### src/rtl/clk_rst_pkg.sv
// Shared clock/reset sequencing types: PLL lock FSM states, output bundle and helpers.
package clk_rst_pkg;

    localparam int unsigned RETRY_W = 8;

    typedef enum logic [1:0] {
        PLL_RESET = 2'd0,
        WAIT_LOCK = 2'd1,
        STABLE    = 2'd2,
        RUN       = 2'd3
    } lock_state_e;

    typedef struct packed {
        logic pll_rst;
        logic sys_rst;
        logic ready;
    } seq_outs_t;

    // Level outputs owned by each state; loaded on the edge that enters it.
    function automatic seq_outs_t state_outs(input lock_state_e s);
        seq_outs_t o;
        o.pll_rst = (s == PLL_RESET);
        o.sys_rst = (s != RUN);
        o.ready   = (s == RUN);
        return o;
    endfunction

    function automatic logic [RETRY_W-1:0] retry_inc(input logic [RETRY_W-1:0] v);
        return (v == {RETRY_W{1'b1}}) ? v : v + RETRY_W'(1);
    endfunction

    function automatic int unsigned max3(input int unsigned a, input int unsigned b,
                                         input int unsigned c);
        int unsigned m;
        m = (a > b) ? a : b;
        return (m > c) ? m : c;
    endfunction

endpackage

### src/rtl/sync_2ff.sv
// Parameterized-width two-flop synchronizer, async active-high reset to 0.
module sync_2ff #(
    parameter int unsigned WIDTH = 1
) (
    input  logic             clk,
    input  logic             rst,
    input  logic [WIDTH-1:0] d,
    output logic [WIDTH-1:0] q
);

    logic [WIDTH-1:0] meta;

    always_ff @(posedge clk or posedge rst) begin
        if (rst) begin
            meta <= '0;
            q    <= '0;
        end else begin
            meta <= d;
            q    <= meta;
        end
    end

endmodule

### src/rtl/pll_lock_sequencer.sv
// PLL reset/lock sequencer: pulses PLL RST, qualifies LOCK, releases sys_rst, retries on failure.
module pll_lock_sequencer #(
    parameter int unsigned RST_PULSE_CYCLES    = 16,
    parameter int unsigned LOCK_STABLE_CYCLES  = 1024,
    parameter int unsigned LOCK_TIMEOUT_CYCLES = 65536
) (
    input  logic       clk,
    input  logic       rst,
    input  logic       pll_locked_async,
    output logic       pll_rst,
    output logic       sys_rst,
    output logic       ready,
    output logic       lock_lost,
    output logic [7:0] retry_count
);

    import clk_rst_pkg::*;

    localparam int unsigned CNT_MAX = max3(RST_PULSE_CYCLES, LOCK_STABLE_CYCLES,
                                           LOCK_TIMEOUT_CYCLES);
    localparam int unsigned CNT_W   = (CNT_MAX > 1) ? $clog2(CNT_MAX) : 1;

    localparam logic [CNT_W-1:0] RST_LAST     = CNT_W'(RST_PULSE_CYCLES - 1);
    localparam logic [CNT_W-1:0] STABLE_LAST  = CNT_W'(LOCK_STABLE_CYCLES - 1);
    localparam logic [CNT_W-1:0] TIMEOUT_LAST = CNT_W'(LOCK_TIMEOUT_CYCLES - 1);

    logic                locked_s;
    lock_state_e         state;
    logic [CNT_W-1:0]    cnt;
    seq_outs_t           outs_q;
    logic [RETRY_W-1:0]  retry_q;

    sync_2ff #(
        .WIDTH (1)
    ) u_lock_sync (
        .clk (clk),
        .rst (rst),
        .d   (pll_locked_async),
        .q   (locked_s)
    );

    // Lock is tested before timeout so a lock arriving on the last wait cycle wins.
    always_ff @(posedge clk or posedge rst) begin
        if (rst) begin
            state     <= PLL_RESET;
            cnt       <= '0;
            outs_q    <= state_outs(PLL_RESET);
            lock_lost <= 1'b0;
            retry_q   <= '0;
        end else begin
            lock_lost <= 1'b0;
            unique case (state)
                PLL_RESET: begin
                    if (cnt == RST_LAST) begin
                        state  <= WAIT_LOCK;
                        cnt    <= '0;
                        outs_q <= state_outs(WAIT_LOCK);
                    end else begin
                        cnt <= cnt + CNT_W'(1);
                    end
                end
                WAIT_LOCK: begin
                    if (locked_s) begin
                        state  <= STABLE;
                        cnt    <= '0;
                        outs_q <= state_outs(STABLE);
                    end else if (cnt == TIMEOUT_LAST) begin
                        state   <= PLL_RESET;
                        cnt     <= '0;
                        outs_q  <= state_outs(PLL_RESET);
                        retry_q <= retry_inc(retry_q);
                    end else begin
                        cnt <= cnt + CNT_W'(1);
                    end
                end
                STABLE: begin
                    if (!locked_s) begin
                        state  <= WAIT_LOCK;
                        cnt    <= '0;
                        outs_q <= state_outs(WAIT_LOCK);
                    end else if (cnt == STABLE_LAST) begin
                        state  <= RUN;
                        cnt    <= '0;
                        outs_q <= state_outs(RUN);
                    end else begin
                        cnt <= cnt + CNT_W'(1);
                    end
                end
                RUN: begin
                    if (!locked_s) begin
                        state     <= PLL_RESET;
                        cnt       <= '0;
                        outs_q    <= state_outs(PLL_RESET);
                        lock_lost <= 1'b1;
                        retry_q   <= retry_inc(retry_q);
                    end
                end
            endcase
        end
    end

    assign pll_rst     = outs_q.pll_rst;
    assign sys_rst     = outs_q.sys_rst;
    assign ready       = outs_q.ready;
    assign retry_count = retry_q;

endmodule

### config.mk
export PLATFORM = sky130hd
export DESIGN_NAME = pll_lock_sequencer
export DESIGN_NICKNAME = d
export VERILOG_FILES = /design/src/rtl/clk_rst_pkg.sv /design/src/rtl/sync_2ff.sv /design/src/rtl/pll_lock_sequencer.sv
export SDC_FILE = /design/constraint.sdc
export NUM_CORES = 1
export LEC_CHECK = 0
export ABC_CLOCK_PERIOD_IN_PS = 2500
export CAP_MARGIN = 20
export CORE_MARGIN = 2
export CORE_UTILIZATION = 30
export CTS_CLUSTER_DIAMETER = 80
export DETAILED_ROUTE_END_ITERATION = 6
export SLEW_MARGIN = 30
export SYNTH_ARGS = -nofsm -noshare
export SYNTH_HDL_FRONTEND = slang
export SYNTH_SLANG_ARGS = --single-unit
export TNS_END_PERCENT = 5
### constraint.sdc
create_clock -name clk -period 2.5 [get_ports clk]
set_clock_uncertainty 0.05 [all_clocks]
set_input_delay 0.75 -clock clk [delete_from_list [all_inputs] [get_ports clk]]
set_output_delay 0.75 -clock clk [all_outputs]
set_load 0.1 [all_outputs]
==> summary.md <==
| Metric | Value |
|---|---|
| Status | finished clean |
| Iter 0 DRT Violations | 54 |
| Mean area per synthesized cell | 10.3 um^2 |
| Critical Setup Path Class | reg2reg |
| Total Nets Final | 174 |
| Min cycle time layout | 2160 ps |
| WHS Path Cells | 0 |
| Part of the cycle the worst path needs | 86.6% |
| Area of the multi-input gates | 706 um^2 |
| Largest driver fanout on the critical path | 13 |
| Number of nets produced by synthesis | 155 |
| Post-detailed-route wirelength per cell | 11.9 um |
| Share of cells above drive strength 1 | 16.5% |
| Io pins | 15 |
| Cts bufs inserted | 5 |
| Remaining antenna violation count after routing | 0 |
| Number of rows in the core area | 26 |
| Count of flip-flops with a built-in enable after synthesis | 0 |
| Worst-path cell with the longest stage delay | sky130_fd_sc_hd__nor3_4 |
| Synth-to-Final Area Change | 19.0% |
| Sum Neg Setup Slack | 0 ps |
| Worst setup path end | cnt[6] |
| FF-to-FF setup slack | 340 ps |
| Die Height | 75.9 um |
| Number of instances resized during post-cts repair | 0 |
| Final Hold Vio Count | 0 |
| Fraction of the yosys area taken by sequential cells | 51.8% |
| Crit end category | flip-flop |
| Max_cap viols | 0 |
| Total grt overflow | 0 |
| Gr usage total | 12.6% |
| Via count of the first global-routing pass | 1187 |
| Maximum frequency from static timing analysis | 462 MHz |
| Root buffer cell | sky130_fd_sc_hd__clkbuf_8 |
| Startpoint of the most critical setup path | cnt[0] |
| Total number of yosys warnings | 0 |
| Post-detailed-route via-to-cell ratio | 4.68 |
| Total Wirelength | 2.85 mm |
| N_diodes | 0 |
| Slack of the critical path | 336 ps |
| Effective utilization at floorplan | 30.7% |
| Headroom to the max-slew limit | 66.3% |
| Sinks on Clock Net | 32 |
| Slew @ Worst Pin | 504 ps |
| Max Transition Viols Final | 0 |
| Clock Path Buffers | 2 |
| Area of the core | 5040 um^2 |
| Worst-skew pair later-pin latency | 280 ps |
| Required @ worst endpoint | 2580 ps |
| Horiz. Die Dim | 75.9 um |
| Overall via count from detail_route | 1122 |
| IR drop worst, VDD | 0.000835 V |
| Clock-pin slew on the worst setup and hold paths | 70 ps |
| Number of antenna violations at the first check in global routing | 0 |
| Power density normalized to cell area | 1060 nW/um^2 |
| Worst flop-to-flop path endpoint | cnt[6] |
| Post-synth cell types | 39 |
| Total setup violations reported at the end of the flow | 0 |
| Final estimated routing congestion in global placement | 0.830 |
| Number of input and output port buffers inserted | 14 |
| Leakage power figure | 0.787 nW |
| Number of buffers inserted for hold repair after clock tree synthesis | 0 |
| Startpoint type of the worst setup path | flip-flop |
| Pin count of the biggest net entering global routing | 33 |
| Critical register-to-register path startpoint | cnt[0] |
| Number of instances in the synthesized netlist | 150 |
| Setup repair bufs after CTS | 0 |
| Die footprint | 5760 um^2 |
| TritonCTS clock tree | done |
| Remaining routing DRC violations | 0 |
| Mapped cell area | 1550 um^2 |
| Unrepaired setup endpoints after global routing | false |
| Fill cell instance count of the final layout | 531 |
| Share of flip-flops with an asynchronous set or reset after synthesis | 100% |
| Number of synthesized register bits | 32 |
| Global-route wire length before repair | 5.42 mm |
| Worst-case reg-to-reg path depth | 6 |
| Critical path cell sequence | ha_1 > and4b_1 > nand4_1 > a22o_2 > nor3_4 > o32ai_1 |
| Worst Setup Slack post-DPL | 292 ps |
| Pre-Repair DR Iteration Count | 4 |
| HPWL after DPL | 2.03 mm |
| Signal arrival time at the worst endpoint | 2250 ps |
| Slowest Stage Delay on Critical Path | 480 ps |
| Path type of the worst min-delay path | reg2reg |
| Number of H-tree levels | 2 |
| Dominant register cell in the synthesized netlist | sky130_fd_sc_hd__dfrtp_1 |
| Sequential standard cell area | 803 um^2 |
-- logic make-up after synthesis --
kind of cell             after synthesis  synth area share (%)
AND/OR/NAND/NOR                       75                  26.2
flip-flops                            32                  51.8
XOR/XNOR                              17                  9.60
AO/OA/AOI/OAI                         14                  6.70
buffers and inverters                  8                  2.66
multiplexers                           2                  1.37
adder cells (fa/ha/maj)                2                  1.61
-- per-stage QoR --
stage	instances	hold slack, ps	total power [mW]	utilization [%]	cell area [um^2]
2_1_floorplan	150	281	1.35	-	1550
3_5_place_dp	232	290	1.49	34.4	1730
6_report	240	303	1.95	36.6	1840
3_3_place_gp	232	284	1.48	34.4	1730
4_1_cts	240	307	1.98	36.6	1840
5_1_grt	240	321	2.09	36.6	1840
-- where the power goes --
group | leakage, nW | switching, mW | internal [mW]
Combinational | 0.311 | 0.576 | 0.195
Sequential | 0.422 | 0.0866 | 0.612
Clock | 0.0541 | 0.187 | 0.294
-- synth_stat cells, drive strengths merged (3+ instances only) --
| master | instances | area, um^2 |
|---|---|---|
| xnor2 | 13 | 114 |
| and3 | 4 | 25.0 |
| nand2 | 14 | 52.6 |
| xor2 | 4 | 35.0 |
| and4 | 4 | 35.0 |
| dfrtp | 30 | 751 |
| o21ai | 3 | 15.0 |
| nor2 | 23 | 88.8 |
| nor3 | 4 | 31.3 |
| nand3 | 6 | 30.0 |
| nand4 | 10 | 62.6 |
| inv | 5 | 18.8 |
-- state kept, by name, indices dropped and copies added (netlist names) --
register and count:
cnt 16, retry_count 8, state 2, lock_lost 1, pll_rst 1, ready 1
sys_rst 1, u_lock_sync.meta 1, u_lock_sync.q 1
-- how the worst min path moves through the flow --
stage	to	start	slack [ps]
floorplan	u_lock_sync.q	u_lock_sync.meta	280
global placement	u_lock_sync.q	u_lock_sync.meta	280
detailed placement	u_lock_sync.q	u_lock_sync.meta	290
CTS	u_lock_sync.q	u_lock_sync.meta	310
global route	u_lock_sync.q	u_lock_sync.meta	320
finish	u_lock_sync.q	u_lock_sync.meta	300
-- worst max-delay path, delay by kind of cell (launching register included) --
| family | cells | cell delay, ps |
|---|---|---|
| adders and majority gates | 1 | 220 |
| AOI/OAI and AO/OA | 2 | 510 |
| DFF | 1 | 410 |
| and+or+nand+nor | 3 | 820 |
-- cells in the final DEF, fill, tap and decap left out, types with 2 or more instances in the layout --
| cell type | instances |
|---|---|
| sky130_fd_sc_hd__inv_1 | 5 |
| sky130_fd_sc_hd__buf_4 | 13 |
| sky130_fd_sc_hd__xor2_1 | 4 |
| sky130_fd_sc_hd__nand2_1 | 14 |
| sky130_fd_sc_hd__clkdlybuf4s50_1 | 2 |
| sky130_fd_sc_hd__nor3_1 | 3 |
| sky130_fd_sc_hd__a21oi_1 | 2 |
| sky130_fd_sc_hd__o2bb2ai_1 | 2 |
| sky130_fd_sc_hd__nand3_1 | 6 |
| sky130_fd_sc_hd__dfrtp_1 | 30 |
| sky130_fd_sc_hd__nor2_1 | 22 |
| sky130_fd_sc_hd__and4_1 | 4 |
| sky130_fd_sc_hd__nand4_1 | 10 |
| sky130_fd_sc_hd__o21ai_0 | 3 |
| sky130_fd_sc_hd__clkbuf_8 | 5 |
| sky130_fd_sc_hd__dfstp_2 | 2 |
| sky130_fd_sc_hd__xnor2_1 | 13 |
| sky130_fd_sc_hd__and3_1 | 4 |
| sky130_fd_sc_hd__ha_1 | 2 |
| sky130_fd_sc_hd__nor2b_1 | 2 |
-- routing by layer --
metal	global-route usage [%]	wire (um)	share of wire (%)	vias up
met2	19.5	1300	46	13
met5	0	0	0	-
li1	-	-	-	567
met1	16.3	1400	49	537
met3	3.97	93	3.3	5
met4	5.26	59	2.1	0
-- final cells by class --
class                           count  share of cell area (%)
Sequential cell                    32                    43.6
Multi-Input combinational cell    110                    38.3
Timing Repair Buffer               15                    6.38
Tap cell                           70                    4.75
Clock buffer                        5                    3.73
Clock inverter                      3                    2.31
Inverter                            5                    1.02
(Power assumes the default switching activity.)
